==> src/rtl/fpu_pkg.sv <==
// Shared FP unit definitions: data width, add/sub pipe latency, tag width and the
// retired-result record.
package fpu_pkg;

  localparam int FLEN               = 32;
  localparam int FPU_ADDSUB_LATENCY = 2;
  localparam int FPU_TAGW           = 5;

  typedef struct packed {
    logic                ovf;
    logic [FPU_TAGW-1:0] tag;
    logic [FLEN-1:0]     data;
  } fpu_result_t;

endpackage

==> src/rtl/fpu_retire_fifo.sv <==
// Synchronous FIFO with registered storage. The head entry is read straight out of
// the storage array, so a push into an empty FIFO is visible on the following cycle.
module fpu_retire_fifo #(
  parameter int WIDTH = 38,
  parameter int DEPTH = 4
) (
  input  logic                   clk,
  input  logic                   rst,
  input  logic                   push,
  input  logic [WIDTH-1:0]       push_data,
  input  logic                   pop,
  output logic [WIDTH-1:0]       head,
  output logic                   full,
  output logic                   empty,
  output logic [$clog2(DEPTH):0] count
);

  localparam int AW = $clog2(DEPTH);
  localparam int CW = AW + 1;
  localparam logic [CW-1:0] FULL_COUNT = CW'(DEPTH);

  logic [WIDTH-1:0] mem [DEPTH];
  logic [AW-1:0]    wr_ptr;
  logic [AW-1:0]    rd_ptr;
  logic             do_push;
  logic             do_pop;

  assign full    = (count == FULL_COUNT);
  assign empty   = (count == '0);
  assign do_pop  = pop && !empty;
  assign do_push = push && (!full || do_pop);
  assign head    = mem[rd_ptr];

  // Pointers wrap naturally because DEPTH is a power of two.
  always_ff @(posedge clk) begin
    if (rst) begin
      wr_ptr <= '0;
      rd_ptr <= '0;
      count  <= '0;
      for (int i = 0; i < DEPTH; i++) begin
        mem[i] <= '0;
      end
    end else begin
      if (do_push) begin
        mem[wr_ptr] <= push_data;
        wr_ptr      <= wr_ptr + AW'(1);
      end
      if (do_pop) begin
        rd_ptr <= rd_ptr + AW'(1);
      end
      case ({do_push, do_pop})
        2'b10:   count <= count + CW'(1);
        2'b01:   count <= count - CW'(1);
        default: count <= count;
      endcase
    end
  end

  overflow_check: assert property (@(posedge clk) disable iff (rst) !(push && full && !pop));

endmodule

==> src/rtl/fpu_pipe_retire.sv <==
// Retire stage behind the fixed-latency FP add/sub pipe: issue credit, tag tracking
// and an in-order result FIFO. Define FPU_RETIRE_STICKY_OVF_EN for the sticky overflow flag.
module fpu_pipe_retire
  import fpu_pkg::*;
#(
  parameter int LATENCY = FPU_ADDSUB_LATENCY,
  parameter int TAGW    = FPU_TAGW,
  parameter int DEPTH   = 4
) (
  input  logic            clk,
  input  logic            rst,
  input  logic            in_valid,
  output logic            in_ready,
  input  logic [TAGW-1:0] in_tag,
  input  logic [31:0]     pipe_y,
  input  logic            pipe_ovf,
  output logic            out_valid,
  input  logic            out_ready,
  output logic [31:0]     out_data,
  output logic            out_ovf,
  output logic [TAGW-1:0] out_tag,
  output logic            ovf_sticky,
  input  logic            ovf_clr
);

  localparam int RW = 1 + TAGW + FLEN;
  localparam int CW = $clog2(DEPTH) + 1;
  localparam int OW = $clog2(LATENCY + DEPTH + 1);

  logic [LATENCY-1:0] vld_sr;
  logic [TAGW-1:0]    tag_sr [LATENCY];
  logic               accept;
  logic               push;
  logic               pop;
  logic               fifo_full;
  logic               fifo_empty;
  logic [CW-1:0]      fifo_count;
  logic [OW-1:0]      inflight;
  logic [OW-1:0]      occ;
  logic [RW-1:0]      push_data;
  logic [RW-1:0]      head;

  assign accept    = in_valid && in_ready;
  assign push      = vld_sr[LATENCY-1];
  assign push_data = {pipe_ovf, tag_sr[LATENCY-1], pipe_y};

  always_comb begin
    inflight = '0;
    for (int i = 0; i < LATENCY; i++) begin
      inflight = inflight + OW'(vld_sr[i]);
    end
  end

  // Every accepted op already owns a FIFO slot, so a pipe result can never be dropped.
  assign occ      = inflight + OW'(fifo_count);
  assign in_ready = !rst && (occ < OW'(DEPTH));

  always_ff @(posedge clk) begin
    if (rst) begin
      vld_sr <= '0;
      for (int i = 0; i < LATENCY; i++) begin
        tag_sr[i] <= '0;
      end
    end else begin
      vld_sr[0] <= accept;
      tag_sr[0] <= in_tag;
      for (int i = 1; i < LATENCY; i++) begin
        vld_sr[i] <= vld_sr[i-1];
        tag_sr[i] <= tag_sr[i-1];
      end
    end
  end

  fpu_retire_fifo #(
    .WIDTH (RW),
    .DEPTH (DEPTH)
  ) u_fifo (
    .clk       (clk),
    .rst       (rst),
    .push      (push),
    .push_data (push_data),
    .pop       (pop),
    .head      (head),
    .full      (fifo_full),
    .empty     (fifo_empty),
    .count     (fifo_count)
  );

  assign out_valid                     = !fifo_empty;
  assign pop                           = out_valid && out_ready;
  assign {out_ovf, out_tag, out_data}  = head;

  no_drop_check: assert property (@(posedge clk) disable iff (rst) !(push && fifo_full && !pop));

`ifdef FPU_RETIRE_STICKY_OVF_EN
  // A retiring overflow takes priority over a simultaneous clear.
  always_ff @(posedge clk) begin
    if (rst) begin
      ovf_sticky <= 1'b0;
    end else if (pop && out_ovf) begin
      ovf_sticky <= 1'b1;
    end else if (ovf_clr) begin
      ovf_sticky <= 1'b0;
    end
  end
`else
  logic unused_ovf_clr;
  assign unused_ovf_clr = ovf_clr;
  assign ovf_sticky     = 1'b0;
`endif

endmodule

==> config.mk <==
export PLATFORM = sky130hd
export DESIGN_NAME = fpu_pipe_retire
export DESIGN_NICKNAME = d
export VERILOG_FILES = /design/src/rtl/fpu_pkg.sv /design/src/rtl/fpu_retire_fifo.sv /design/src/rtl/fpu_pipe_retire.sv
export SDC_FILE = /design/constraint.sdc
export NUM_CORES = 1
export LEC_CHECK = 0
export CAP_MARGIN = 20
export CELL_PAD_IN_SITES_DETAIL_PLACEMENT = 1
export CELL_PAD_IN_SITES_GLOBAL_PLACEMENT = 2
export CORE_UTILIZATION = 30
export DETAILED_ROUTE_END_ITERATION = 6
export GPL_TIMING_DRIVEN = 0
export PLACE_DENSITY_LB_ADDON = 0.1
export SETUP_SLACK_MARGIN = 0.3
export SLEW_MARGIN = 20
export SYNTH_ARGS = -nofsm -noshare
export SYNTH_HDL_FRONTEND = slang
export SYNTH_HIERARCHICAL = 1
export SYNTH_SLANG_ARGS = --single-unit
==> constraint.sdc <==
create_clock -name clk -period 7.9 [get_ports clk]
set_clock_uncertainty 0.2 [all_clocks]
set_input_delay 1.975 -clock clk [delete_from_list [all_inputs] [get_ports clk]]
set_output_delay 1.975 -clock clk [all_outputs]
set_load 0.02 [all_outputs]
* Word level (Yosys, flattened, before mapping)
Memory sizes are Yosys's and may differ from the RTL's. A register that Yosys moved wholly into a read port is not among the register bits.
Index checks and enable logic that the tools add are counted.
W data, S select, Z words.
** Word-level totals
- Bits in registers :: 9
- Memory bits (writable) :: 162
- Word-level logic and storage cells :: 44
- Memories :: 2
** Operators by class
- Add/sub/neg operators :: 6
- Order comparisons :: 1
- Equal/unequal tests :: 3
- Muxes and demuxes :: 14
- Bitwise gates (word level) :: 2
- Reduce and logical (&&, ||, !) cells :: 12
** Memories
- u_fifo.mem :: depth 4, bits a word 38, read ports 1, clocked after Yosys merged registers in 1, write ports 4, RTL line fpu_retire_fifo.sv:22 : logic [WIDTH-1:0] mem [DEPTH];
- tag_sr :: depth 2, bits a word 5, read ports 2, clocked after Yosys merged registers in 0, write ports 2, RTL line fpu_pipe_retire.sv:31 : logic [TAGW-1:0] tag_sr [LATENCY];
** Operators by type and width (count)
- $mux W38 :: 1
- $reduce_or A38 Y1 :: 1
- $mux W5 :: 2
- $mux W1 :: 7
- $mux W2 :: 3
- $pmux W3 S2 :: 1
- $logic_and A1 B1 Y1 :: 5
- $add A2 B1 Y2 const B :: 2
- $add A2 B3 Y3 :: 1
- $add A3 B1 Y3 const B :: 1
- $eq A3 B3 Y1 const B :: 1
- $logic_not A1 Y1 :: 3
- $logic_not A3 Y1 :: 1
- $lt A3 B3 Y1 const B :: 1
- $sub A3 B1 Y3 const B :: 1
- $add A1 B1 Y2 :: 1
- $eq A2 B1 Y1 const B :: 1
- $eq A2 B2 Y1 const B :: 1
- $or A1 B1 Y1 :: 2
- $reduce_bool A2 Y1 :: 1
- $logic_or A1 B1 Y1 :: 1

* Longest topological paths before layout
Gate-level depths: netlist of the first run.
- Word-level depth :: 11
- Depth in mapped cells :: 11

* By module
The synthesis of the first run kept the hierarchy.
** Modules (own cells, without submodules)
- fpu_retire_fifo :: times used 1, cells each 430, area each 7068.0 um2
- fpu_pipe_retire :: times used 1, cells each 35, area each 386.6 um2

* Least setup slack after synthesis of the first run
OpenSTA, ideal clock, no wires.
- Kind :: input -> register
- From :: input out_ready
- To :: memory u_fifo.mem[1][0], enable pin
- Setup time :: 0.441 ns
- Arrival :: 4.430 ns
- Required time :: 7.259 ns
- Path slack :: 2.828 ns
- Stages on the path :: 6
- Cell sequence :: nor2b_1 -> buf_6 -> or4b_1 -> and2_1 -> nand2_1 -> o21bai_1
** RTL lines
- start, declared :: RTL line fpu_pipe_retire.sv:18 : input logic out_ready,
- end, declared :: RTL line fpu_retire_fifo.sv:22

* Worst setup path after layout of the first run
- From :: input rst
- To :: output in_ready
** On the way
- Word-level cells in the longest chain between the ends :: 2
** RTL lines
- start, declared :: RTL line fpu_pipe_retire.sv:11 : input logic rst,
- $logic_not A1 Y1 :: RTL line fpu_pipe_retire.sv:56 : assign in_ready = !rst && (occ < OW'(DEPTH));
- $logic_and A1 B1 Y1 :: RTL line fpu_pipe_retire.sv:56
- end, declared :: RTL line fpu_pipe_retire.sv:13 : output logic in_ready,
No other way between the ends.

==> results of run 1 <==
[cell type report]
cell class | instances | area, um^2
Multi-Input combinational cell | 256 | 2290
Tap cell | 324 | 405
Buffer | 29 | 179
Clock buffer | 18 | 439
Clock inverter | 14 | 143
Timing Repair Buffer | 83 | 858
Sequential cell | 173 | 4980
Antenna cell | 1 | 2.50
Fill cell | 2440 | 15000
Inverter | 6 | 22.5
[through the flow]
| step | cells | area (um^2) | power, mW |
|---|---|---|---|
| floorplan | 464 | 7450 | 1.11 |
| global placement | 869 | 8660 | 1.18 |
| detailed placement | 871 | 8740 | 1.18 |
| CTS | 903 | 9330 | 2.02 |
| global route | 903 | 9330 | 2.06 |
| finish | 904 | 9330 | 1.98 |
[state kept, by name, summed over array words and instances (netlist names), named ones only]
signal / flops
tag_sr: 10
u_fifo/count: 3
u_fifo/mem: 152
u_fifo/rd_ptr: 2
u_fifo/wr_ptr: 2
vld_sr: 2
[layer usage]
| metal | global-route usage | up-vias |
|---|---|---|
| met1 | 0.182 | 2116 |
| met3 | 0.0315 | 12 |
| met5 | 0 | - |
| li1 | - | 1901 |
| met4 | 0.0446 | 0 |
| met2 | 0.259 | 72 |
[power groups by stage]
| stage | Clock (mW) | Sequential [mW] | Combinational (mW) |
|---|---|---|---|
| 2_1_floorplan | 0 | 1.05 | 0.0550 |
| 5_1_grt | 0.888 | 1.04 | 0.132 |
| 3_5_place_dp | 0 | 1.06 | 0.126 |
| 4_1_cts | 0.853 | 1.04 | 0.127 |
| 6_report | 0.826 | 1.04 | 0.122 |
| 3_3_place_gp | 0 | 1.06 | 0.120 |
[placed cells by master, fill, tap and decap left out, types with 5 or more instances in the layout]
cell             count
and2_1             150
buf_2                5
buf_6                8
clkbuf_1            14
clkbuf_16           17
clkdlybuf4s50_1     81
dfxtp_1             21
edfxtp_1           152
inv_1                6
inv_8                5
mux4_2              38
nand2_1              6
nor2_1               6
nor2b_1             15
[worst max path at each step]
stage               slack, ns  cells past startpoint       from                end
floorplan                2.83                      6  out_ready   u_fifo/mem[1][0]
global placement         0.29                      7  out_ready  u_fifo/mem[1][22]
detailed placement       2.03                      4        rst           in_ready
CTS                      2.02                      4        rst           in_ready
global route             1.89                      4        rst           in_ready
finish                   2.06                      4        rst           in_ready
==> impl_metrics.csv, run 1 <==
group,metric,value,unit
finish,nets,611,
die,die_area,0.0255,mm^2
clocking,numCtsBuffers,17,
route,wl_per_cell,19.4,um
clocking,clock_sinks,173,
finish,drive_above_1_share,0.171,
power_and_ir_drop,leakage,3.29,nW
global_route,antenna_found_initial,1,
worst_setup_path,timing.rr.end,"u_fifo/mem[0][0]",
sta,setup_viol,0,
finish,final_core_util,0.384,
clocking,clk_pin_slew,0.07,ns
route,routed.top_layer,"met4",
clocking,cts_buffer_depth,2,
sta,fmax,0.171,GHz
power_and_ir_drop,switching_share,0.236,
logic_synthesis,syn_avg_cell_area,16.1,um^2
worst_setup_path,crit_type,"in2out",
worst_setup_path,arrival,3.67,ns
power_and_ir_drop,comb_power_share,0.062,
worst_setup_path,cp_cell_sequence,"clkdlybuf4s50_1 -> buf_2 -> nor3b_1 -> clkdlybuf4s50_1",
placement,dp_slack,2.03,ns
logic_synthesis,synth_area,0.00745,mm^2
sta,slew_violations,0,
power_and_ir_drop,p_int,1.52,mW
placement,port_buffers,81,
clocking,cts_hold_buf,0,
worst_setup_path,required,5.73,ns
worst_setup_path,reg2reg_depth,9,
worst_setup_path,cp_max_fo,10,
worst_setup_path,cpMostUsedCell,"clkdlybuf4s50_1",
hold_path,holdPathStages,1,
route,wl_met1,7460,um
sta,setup_ws,2.06,ns
die,start_util,0.306,
die,fp-row-count,57,
clocking,cts_tree,"yes",
die,core_area,0.0243,mm^2
finish,syn_to_final_growth,25.2,%
logic_synthesis,synth_cells,464,
worst_setup_path,critPathTopFamily,"buffers and inverters",
power_and_ir_drop,powerDensity,213,mW/mm^2
power_and_ir_drop,p_sw,0.468,mW
clocking,postCtsResizedCells,0,
route,drcViolationCount,0,
clocking,htreeDepth,4,
sta,rsz0062_at_grt,"false",
power_and_ir_drop,clock_power_share,0.416,
route,drtIter0Drc,183,
sta,fin_crit,5.84,ns
sta,fin_tns_setup,0,ns
clocking,clk_latency,0.43,ns
status,outcome,"complete, no violations",
worst_setup_path,critPathBufInv,3,
global_route,grt_first_pass_wirelength,27500,um
route,num_vias,4101,
global_route,grt.overflow.total,0,
route,met3_length,620,um
clocking,post_cts_buffers,0,
hold_path,hold_path.class,"reg2reg",
logic_synthesis,syn_nets,509,
sta,relSlewSlack,0.505,
worst_setup_path,start_kind,"primary input",
global_route,grt_pass1_vias,4642,
global_route,grt.total_usage,0.148,
sta,finalCritPeriodShare,0.740,
flow_run,maxCapViolCount,0,
clocking,root_buffer,"clkbuf_16",
route,routed-wl-met2,9290,um
worst_setup_path,timing.rr.start,"u_fifo/count[2]",
route,final_antenna_net_count,0,
worst_setup_path,rrSetupSlack,4.64,ns
power_and_ir_drop,pwr-share-seq,0.522,
hold_path,hold_start,"tag_sr[0][3]",
worst_setup_path,critPathMaxStageDelay,0.63,ns
die,io-pin-count,84,
route,routed_wl,17500,um
power_and_ir_drop,irDropWorstVdd,0.103,mV
worst_setup_path,cpMaxStageDelayCell,"clkdlybuf4s50_1",
placement,hpwlAfterDp,10700,um
die,die_h,160,um
sta,hold_viol_final,0,
hold_path,worstHoldEndpoint,"tag_sr[0][8]",
route,routed_via_density,4.54,
die,die_w,160,um
logic_synthesis,yosys_warnings,6,
placement,gp_congestion,0.667,
sta,worstMarginPinSlew,0.743,ns
worst_setup_path,end_kind,"output pin",
global_route,grt_max_degree,39,
route,first_pass_iters,4,
sta,timing.hold.ws,0.244,ns
(Power assumes the default switching activity.)
==> inputs of run 2 (changes only) <==
==> constraint.sdc (replaced) <==
create_clock -name clk -period 4.9 [get_ports clk]
set_clock_uncertainty 0.2 [all_clocks]
set_input_delay 1.225 -clock clk [delete_from_list [all_inputs] [get_ports clk]]
set_output_delay 1.225 -clock clk [all_outputs]
set_load 0.02 [all_outputs]
==> results of run 2 <==
The final DEF is identical to that of run 1. Status: complete, no violations.
Among the figures that moved: setup slack after placement 2.03 ns -> 0.531 ns; setup slack after layout 2.06 ns -> 0.527 ns; end point of the critical path in_ready -> out_data[17]; register-to-register setup slack 4.64 ns -> 1.64 ns; total power 1.98 mW -> 3.20 mW; worst IR drop on VDD 0.103 mV -> 0.166 mV
